File: config.mk
export PLATFORM = sky130hd
export DESIGN_NAME = hex_display_scan_flat
export DESIGN_NICKNAME = d
export VERILOG_FILES = /design/src/rtl/display_pkg.sv /design/src/rtl/hex_display_scan_if.sv /design/src/rtl/hex_seg_lut.sv /design/src/rtl/hex_display_scan.sv /design/src/flat_wrapper.sv
export SDC_FILE = /design/constraint.sdc
export NUM_CORES = 1
export LEC_CHECK = 0
export ABC_AREA = 1
export ABC_CLOCK_PERIOD_IN_PS = 1900
export BUFFER_PORTS_ARGS = -buffer_cell sky130_fd_sc_hd__buf_2
export CORE_MARGIN = 2
export CORE_UTILIZATION = 30
export DETAILED_ROUTE_END_ITERATION = 10
export PLACE_DENSITY = 0.47
export SLEW_MARGIN = 10
export SYNTH_ARGS = -nofsm -noshare
export SYNTH_HDL_FRONTEND = slang
export SYNTH_SLANG_ARGS = --single-unit
File: constraint.sdc
create_clock -name clk -period 1.9 [get_ports clk]
set_clock_uncertainty 0.1 [all_clocks]
set_input_delay 0.285 -clock clk [delete_from_list [all_inputs] [get_ports clk]]
set_output_delay 0.285 -clock clk [all_outputs]
set_load 0.03 [all_outputs]
File: src/rtl/display_pkg.sv
// Shared constants for the seven-segment display path: hex segment codes
// ({g,f,e,d,c,b,a}, active low) and pin polarities.
package display_pkg;

    localparam logic [6:0] SEG_BLANK = 7'h7F;

    localparam logic AN_ON   = 1'b0;
    localparam logic AN_OFF  = 1'b1;
    localparam logic DP_ON   = 1'b0;
    localparam logic DP_OFF  = 1'b1;

    localparam logic [6:0] SEG_CODE [16] = '{
        7'b1000000, 7'b1111001, 7'b0100100, 7'b0110000,
        7'b0011001, 7'b0010010, 7'b0000010, 7'b1111000,
        7'b0000000, 7'b0011000, 7'b0001000, 7'b0000011,
        7'b1000110, 7'b0100001, 7'b0000110, 7'b0001110
    };

endpackage

File: src/rtl/hex_display_scan_if.sv
// Datapath-side bus of the display driver: value, display options and the
// load strobe that captures them.
interface hex_display_scan_if #(
    parameter int DIGITS = 4
);
    logic [4*DIGITS-1:0] value;
    logic                load;
    logic                blank_lz;
    logic [DIGITS-1:0]   blink_mask;
    logic [DIGITS-1:0]   dp_mask;

    modport master (output value, load, blank_lz, blink_mask, dp_mask);
    modport slave  (input  value, load, blank_lz, blink_mask, dp_mask);
endinterface

File: src/rtl/hex_seg_lut.sv
// Combinational hex nibble to active-low seven-segment decode.
module hex_seg_lut
    import display_pkg::*;
(
    input  logic [3:0] nib_i,
    output logic [6:0] seg_o
);
    assign seg_o = SEG_CODE[nib_i];
endmodule

File: src/rtl/hex_display_scan.sv
// Multiplexed common-anode hex display driver with frame-synchronous update,
// leading-zero blanking, per-digit blink/dp and an anode guard cycle.
module hex_display_scan
    import display_pkg::*;
#(
    parameter int DIGITS       = 4,
    parameter int SCAN_DIV     = 50000,
    parameter int BLINK_FRAMES = 64
) (
    input  logic              clk,
    input  logic              rst_n,
    hex_display_scan_if.slave bus,
    output logic [6:0]        seg,
    output logic [DIGITS-1:0] an,
    output logic              dp,
    output logic              frame_start
);

    localparam int DIV_W = (SCAN_DIV > 1) ? $clog2(SCAN_DIV) : 1;
    localparam int IDX_W = (DIGITS > 1) ? $clog2(DIGITS) : 1;
    localparam int BLK_W = (BLINK_FRAMES > 1) ? $clog2(BLINK_FRAMES) : 1;

    localparam logic [DIV_W-1:0] DIV_LAST = DIV_W'(SCAN_DIV - 1);
    localparam logic [IDX_W-1:0] IDX_LAST = IDX_W'(DIGITS - 1);
    localparam logic [BLK_W-1:0] BLK_LAST = BLK_W'(BLINK_FRAMES - 1);

    typedef struct packed {
        logic [4*DIGITS-1:0] value;
        logic                blank_lz;
        logic [DIGITS-1:0]   blink_mask;
        logic [DIGITS-1:0]   dp_mask;
    } cfg_t;

    logic [DIV_W-1:0]  div_cnt_q, div_cnt_d;
    logic [IDX_W-1:0]  idx_q, idx_d;
    logic [BLK_W-1:0]  blink_cnt_q, blink_cnt_d;
    logic              blink_on_q, blink_on_d;
    cfg_t              pend_q, pend_d, shad_q, shad_d, cfg_in;
    logic [6:0]        seg_q, seg_d;
    logic [DIGITS-1:0] an_q, an_d;
    logic              dp_q, dp_d;
    logic              fs_q, fs_d;

    logic              dwell_end, frame_bnd;
    logic [3:0]        nib;
    logic [6:0]        lut_seg;
    logic [DIGITS-1:0] lz_blank;
    logic              all_zero;
    logic              sel_lz, sel_blink, sel_dp, blink_off;

    assign cfg_in = '{value:      bus.value,
                      blank_lz:   bus.blank_lz,
                      blink_mask: bus.blink_mask,
                      dp_mask:    bus.dp_mask};

    always_comb begin
        dwell_end   = (div_cnt_q == DIV_LAST);
        frame_bnd   = dwell_end && (idx_q == IDX_LAST);
        div_cnt_d   = dwell_end ? '0 : div_cnt_q + DIV_W'(1);
        idx_d       = idx_q;
        blink_cnt_d = blink_cnt_q;
        blink_on_d  = blink_on_q;
        if (dwell_end) begin
            idx_d = (idx_q == IDX_LAST) ? '0 : idx_q + IDX_W'(1);
        end
        if (frame_bnd) begin
            if (blink_cnt_q == BLK_LAST) begin
                blink_cnt_d = '0;
                blink_on_d  = ~blink_on_q;
            end else begin
                blink_cnt_d = blink_cnt_q + BLK_W'(1);
            end
        end
        // A load on the boundary cycle lands in shadow directly via pend_d.
        pend_d = bus.load ? cfg_in : pend_q;
        shad_d = frame_bnd ? pend_d : shad_q;
    end

    always_comb begin
        lz_blank = '0;
        all_zero = 1'b1;
        for (int i = DIGITS - 1; i >= 0; i--) begin
            all_zero    = all_zero & (shad_q.value[4*i +: 4] == 4'h0);
            lz_blank[i] = shad_q.blank_lz & all_zero & (i != 0);
        end
    end

    always_comb begin
        nib       = 4'h0;
        sel_lz    = 1'b0;
        sel_blink = 1'b0;
        sel_dp    = 1'b0;
        an_d      = {DIGITS{AN_OFF}};
        for (int i = 0; i < DIGITS; i++) begin
            if (idx_q == IDX_W'(i)) begin
                nib       = shad_q.value[4*i +: 4];
                sel_lz    = lz_blank[i];
                sel_blink = shad_q.blink_mask[i];
                sel_dp    = shad_q.dp_mask[i];
                // First dwell cycle keeps every anode off while seg settles.
                if (div_cnt_q != '0) an_d[i] = AN_ON;
            end
        end
    end

    hex_seg_lut u_lut (
        .nib_i (nib),
        .seg_o (lut_seg)
    );

    always_comb begin
        blink_off = sel_blink & ~blink_on_q;
        seg_d     = (sel_lz | blink_off) ? SEG_BLANK : lut_seg;
        dp_d      = (sel_dp && !blink_off && (div_cnt_q != '0)) ? DP_ON : DP_OFF;
        fs_d      = (div_cnt_q == '0) && (idx_q == '0);
    end

    always_ff @(posedge clk or negedge rst_n) begin
        if (!rst_n) begin
            div_cnt_q   <= '0;
            idx_q       <= '0;
            blink_cnt_q <= '0;
            blink_on_q  <= 1'b1;
            pend_q      <= '0;
            shad_q      <= '0;
            seg_q       <= SEG_BLANK;
            an_q        <= {DIGITS{AN_OFF}};
            dp_q        <= DP_OFF;
            fs_q        <= 1'b0;
        end else begin
            div_cnt_q   <= div_cnt_d;
            idx_q       <= idx_d;
            blink_cnt_q <= blink_cnt_d;
            blink_on_q  <= blink_on_d;
            pend_q      <= pend_d;
            shad_q      <= shad_d;
            seg_q       <= seg_d;
            an_q        <= an_d;
            dp_q        <= dp_d;
            fs_q        <= fs_d;
        end
    end

    assign seg         = seg_q;
    assign an          = an_q;
    assign dp          = dp_q;
    assign frame_start = fs_q;

endmodule

File: src/flat_wrapper.sv
// flat-port wrapper written by rule: the top's interface ports become plain ports
module hex_display_scan_flat import display_pkg::*;
#(
    parameter int DIGITS       = 4,
    parameter int SCAN_DIV     = 50000,
    parameter int BLINK_FRAMES = 64
)
  (clk, rst_n, seg, an, dp, frame_start, bus_value, bus_load, bus_blank_lz, bus_blink_mask, bus_dp_mask);
  hex_display_scan_if #(.DIGITS(DIGITS)) bus_i ();
  input  logic clk;
  input  logic rst_n;
  output logic [6:0] seg;
  output logic [DIGITS-1:0] an;
  output logic dp;
  output logic frame_start;
  input wire logic [$bits(bus_i.value)-1:0] bus_value;
  input wire logic [$bits(bus_i.load)-1:0] bus_load;
  input wire logic [$bits(bus_i.blank_lz)-1:0] bus_blank_lz;
  input wire logic [$bits(bus_i.blink_mask)-1:0] bus_blink_mask;
  input wire logic [$bits(bus_i.dp_mask)-1:0] bus_dp_mask;
  assign bus_i.value = bus_value;
  assign bus_i.load = bus_load;
  assign bus_i.blank_lz = bus_blank_lz;
  assign bus_i.blink_mask = bus_blink_mask;
  assign bus_i.dp_mask = bus_dp_mask;
  hex_display_scan #(.DIGITS(DIGITS), .SCAN_DIV(SCAN_DIV), .BLINK_FRAMES(BLINK_FRAMES)) u_core (.clk(clk), .rst_n(rst_n), .bus(bus_i), .seg(seg), .an(an), .dp(dp), .frame_start(frame_start));
endmodule
After elaboration in Yosys (flattened, before gate mapping)
Memories as Yosys holds them, arrays and structs flattened.
Index checks and enable logic that the tools add are counted.
Storage, ports and cells
  RAM bits: 0
  latch bits: 0
  ROM bits: 112
  input bits: 28
  word-level logic and storage cells: 75
  memories: 1
  flip-flop bits (word level): 88
  output and inout port bits: 13
Memory list
  (name not given): depth 16, width 7, rd ports 1, clocked after memory_dff 0, wr ports 0, RTL line hex_seg_lut.sv:8  | assign seg_o = SEG_CODE[nib_i];
Cells by class
  add/subtract/negate cells: 3
  $lt $le $gt $ge: 1
  equality and inequality tests: 5
  reductions and logical operators: 12
  divide/modulo/power cells: 0
  shift-type cells: 0
  bitwise operators: 9
  muxes and demuxes: 28
  multiply operators: 0
Operator list (count)
  25-bit 2-to-1 mux: 1
  7-bit 2-to-1 mux: 3
  1-bit 2-to-1 mux: 17
  16-bit by 1-bit adder with 16-bit output (second input constant): 1
  16-bit equality test (second input constant): 1
  16-bit logical NOT: 1
  16-bit 2-to-1 mux: 1
  4-bit 2-to-1 mux: 4
  16-bit nonzero test: 1
  4-bit logical NOT: 3
  6-bit by 1-bit adder with 6-bit output (second input constant): 1
  1-bit bitwise AND: 6
  6-bit equality test (second input constant): 1
  6-bit 2-to-1 mux: 1
  5-bit greater-or-equal comparator (second input constant): 1
  4-bit NOT with 5-bit output: 1
  2-bit equality test (second input constant): 2
  1-bit logical AND: 4
  2-bit by 1-bit adder with 2-bit output (second input constant): 1
  2-bit by 1-bit equality test with 1-bit output (second input constant): 1
  2-bit logical NOT: 1
  2-bit 2-to-1 mux: 1
  2-bit AND reduction: 1
  1-bit logical NOT: 1
  other kinds (2): 2

Depth between registers and ports, before layout
  depth in word-level cells: 10
  gate-level depth with buffers: 14
  mapped depth without buffers: 13

Hierarchy
From an unflattened synthesis, not the netlist that was laid out.
Second synthesis, totals
  cells, all modules: 504
  area, all modules: 4390.5 µm²
By module, submodules not included
  hex_display_scan: instances 1, area an instance 4126.5 µm², seq. area each 2218.4 µm², cells an instance 454
  hex_seg_lut: instances 1, area an instance 264.0 µm², seq. area each 0.0 µm², cells an instance 50

Worst setup path after synthesis
Ideal clock, no wire load.
  path type: reg-to-reg
  from: register u_core.idx_q[1]
  to: register u_core.seg_q[5] (netlist: u_core.seg[5])
  stages on the path, launching flop included: 15
  library setup time: 0.077 ns
  required time: 1.723 ns
  setup slack: -0.102 ns
  data arrival time: 1.825 ns
  period minus slack after synthesis: 2.002 ns
  path buffers: 1
  cell sequence: dfrtp_1 -> inv_1 -> ha_1 -> buf_2 -> inv_1 -> nand3_1 -> nand2_1 -> nand2_1 -> o21ai_0 -> inv_1 -> ha_1 -> nand3_1 -> nor2_1 -> nor2_1 -> nand2_1
Between the ends
  longest elaborated chain between the ends: 10
  elaborated cells between the ends (all ways): 22
  those cells by class: eq/ne: 3; mux: 14; bitwise: 3; reduce/logical: 1; memory: 1
Ends and longest elaborated chain
  start, declared: RTL line hex_display_scan.sv:35  | logic [IDX_W-1:0] idx_q, idx_d;
  start signal, assigned: RTL line hex_display_scan.sv:132  | idx_q <= idx_d;
  2-bit logical NOT: RTL line hex_display_scan.sv:95  | if (idx_q == IDX_W'(i)) begin
  4-bit 2-to-1 mux (4 in series): RTL line hex_display_scan.sv:95
  4-bit NOT with 5-bit output (implied by the code): RTL line hex_seg_lut.sv:8
  memory 16 x 7 bit
  7-bit 2-to-1 mux (implied by the code) (2 in series): RTL line hex_seg_lut.sv:8
  7-bit 2-to-1 mux *: RTL line hex_display_scan.sv:113  | seg_d = (sel_lz | blink_off) ? SEG_BLANK : lut_seg;
  net u_core.seg_d[5]: RTL line hex_display_scan.sv:39  | logic [6:0] seg_q, seg_d;
  end signal, assigned: RTL line hex_display_scan.sv:137  | seg_q <= seg_d;
  end, declared: RTL line hex_display_scan.sv:39
Mark *: on every way through the listed nets, which the timed path passes. The rest lies on a longest branch. The select of a mux whose other input is x is not followed.
A chain may end at the register's enable or synchronous reset.

Worst setup path in the final report
  from: register u_core.idx_q[0]
  to: register u_core.seg_q[6] (netlist: u_core.seg[6])
The elaborated chain is that of the path after synthesis.

==> impl_metrics.csv <==
group,metric,value,unit
status,status,"complete, no violations",
clocking,cts_buffer_depth,2,
synth,avgSynthCellArea,8.15,um2
clocking,htree_levels,3,
clocking,path_clk_slew,60,ps
timing,setup-violations-final,0,
synth,yosys_warnings,0,
final_layout,drive_above_1_share,26.6,%
final_layout,fin_cells,781,
drt,wl_per_cell,12.6,um
clocking,cts_tree,"yes",
drt,num_vias,3455,
drt,finalWirelength,9840,um
final_layout,syn_to_final_growth,25.9,%
final_layout,seqCellArea,2220,um2
grt,grt_pass1_wl,16900,um
timing,maxSlewViolCount,0,
worst_setup_path,r2r-end,"u_core.seg[6]$_DFF_PN1_",
timing,period_share,97.0,%
grt,antenna_found_initial,0,
grt,grt_max_degree,37,
timing,fmax,543,MHz
placed_design,place_congestion,0.835,
timing,max_slew.worst_pin.slew,435,ps
timing,setup_tns,0,ps
drt,drc,0,
drt,drt_iter0_markers,222,
worst_setup_path,r2r_cells,13,
power_and_ir_drop,irDropWorstVdd,489,uV
power_and_ir_drop,p_leak,0.00270,uW
final_layout,n_fill_cell,1493,
synth,ys.flop_type,"dfrtp_1",
worst_setup_path,r2r_setup_slack,60,ps
synth,synth-seq-cells,88,
final_layout,layout.nets,637,
synth,synth.distinct_cells,35,
clocking,worstSkewPairLatency,340,ps
synth,syn_nets,571,
min_path,hp-start,"bus_value[15]",
grt,met3_usage,3.30,%
worst_setup_path,crit_required,2080,ps
timing,finalHoldViolCount,0,
worst_setup_path,critPathKind,"register to register",
grt,overflow,0,
floorplan,start_util,30.9,%
timing,period_needed,1840,ps
synth,synthesis.instances,530,
synth,netlist_area,4320,um2
placed_design,portBuffers,40,
clocking,ctsRootBufferMaster,"clkbuf_16",
drt,vias_per_cell,4.42,
worst_setup_path,worstPathArrival,2020,ps
timing,whs,63.7,ps
clocking,numClockSinks,88,
power_and_ir_drop,p_per_area,737,nW/um2
worst_setup_path,cp-end-kind,"register",
run,drv_cap,0,
grt,met2_usage,20.7,%
worst_setup_path,timing.rr.start,"u_core.idx_q[0]$_DFFE_PN0N_",
grt,grt_use_met1,20.6,%
worst_setup_path,critPathMaxFanout,4,
worst_setup_path,cp-start-kind,"register",
floorplan,die_x,124,um
min_path,min_to,"u_core.pend_q[24]$_DFF_PN0_",
timing,rsz0062_at_grt,"true",
grt,grt_pass1_vias,3474,
grt,grt_use_total,14.3,%
drt,dr.pass1.iters,4,
min_path,whs_path_depth,3,
drt,ant_nets,0,
floorplan,fp.dieArea,15400,um2
placed_design,dp.cells,759,
timing,slew_headroom,71.0,%
synth,ys_seq_area_share,51.3,%
floorplan,die_height,124,um
floorplan,boundaryPins,41,
clocking,tritoncts.num_buffers,9,
floorplan,row_count,43,
placed_design,hpwl,7210,um
synth,async_reset_ff_share,100,%
final_layout,multiInputGateArea,1980,um2
floorplan,core_area,14000,um2
final_layout,mostFrequentLayoutCells,"nand2_1, dfrtp_1, inv_1",
synth,synth_edf_count,0,
grt,busiest_layer,"met2",
final_layout,layout_commonest_cell,"nand2_1",
min_path,hold_class,"input pin to register",
final_layout,diodes,0,
-- power breakdown --
group,switching [uW],internal [uW]
sequential,13.3,1920
clock,734,1190
combinational,102,51.2
total,849,3160
-- final cells by class --
type / count / area share, %
Timing Repair Buffer: 70 / 8.58
Sequential cell: 88 / 40.8
Multi-Input combinational cell: 373 / 36.4
Inverter: 54 / 4.14
Tap cell: 180 / 4.14
Clock buffer: 11 / 4.46
Clock inverter: 5 / 1.47
-- worst max-delay path by stage --
stage / slack [ps] / start / to
floorplan: 8 / u_core.idx_q[1]$_DFFE_PN0N_ / u_core.seg[5]$_DFF_PN1_
CTS: -20 / u_core.idx_q[0]$_DFFE_PN0N_ / u_core.seg[1]$_DFF_PN1_
finish: 60 / u_core.idx_q[0]$_DFFE_PN0N_ / u_core.seg[6]$_DFF_PN1_
global placement: -30 / u_core.idx_q[0]$_DFFE_PN0N_ / u_core.seg[5]$_DFF_PN1_
detailed placement: -120 / u_core.idx_q[0]$_DFFE_PN0N_ / u_core.seg[6]$_DFF_PN1_
global route: -40 / u_core.idx_q[1]$_DFFE_PN0N_ / u_core.seg[3]$_DFF_PN1_
-- state kept, by name, summed over array words and instances (netlist names) --
signal,flops
u_core.seg,7
u_core.shad_q,25
u_core.idx_q,2
u_core.blink_cnt_q,6
u_core.an,4
u_core.div_cnt_q,16
u_core.dp,1
u_core.frame_start,1
u_core.blink_on_q,1
u_core.pend_q,25
-- worst max-delay path, stage by stage (launching register included) --
cell and delay [ps]:
dfrtp_2 460, inv_4 100, ha_4 170, nand2_2 70
nand2_1 80, nand3_2 70, nand2_2 80, nand2_4 80
inv_4 90, ha_4 160, nand3_4 80, nor2_2 120
nor2_1 60, nand2_1 70
-- metal layers --
| metal | share of wire [%] | wire length [um] |
|---|---|---|
| met2 | 43 | 4190 |
| met5 | 0 | 0 |
| met3 | 4.3 | 427 |
| met1 | 52 | 5080 |
| met4 | 1.5 | 151 |
-- Yosys cell counts (5+ instances only) --
cell / number / area [um2]
a21oi_1: 11 / 55.1
dfrtp_1: 75 / 1880
dfstp_2: 13 / 342
ha_1: 13 / 163
inv_1: 49 / 184
nand2_1: 215 / 807
nand2_2: 5 / 31.3
nand3_1: 37 / 185
nor2_1: 31 / 116
nor3_1: 10 / 50.1
o21ai_0: 22 / 110
xor2_1: 7 / 61.3
-- per-stage QoR --
stage                     setup slack, ps  power, uW  cell area [um2]  util (%)
after floorplan                      8.28       2030             4320         -
after global placement              -27.5       2120             4850      34.7
after detailed placement             -121       2130             4850      34.7
after CTS                           -23.2       4070             5260      37.6
after global routing                -36.6       4180             5440      38.9
final                                57.3       4010             5440      38.9
-- kinds of logic after synthesis --
logic type      Yosys count  share of synthesized area, %
xor+xnor                  8                          1.62
buf+inv                  69                          7.38
compound gates           38                          4.75
flops                    88                          51.3
fa+ha+maj                13                          3.76
simple gates            314                          31.1
-- repair_timing --
action / CTS / global route
pin swaps: 3 / 18
hold endpoints to repair: 15 / 0
endpoints found under the setup margin: 6 / 7
resized for setup: 16 / 42
setup buffers: 2 / 3
hold buffers: 1 / 0
Note: power is estimated with default switching activity, not from simulation.
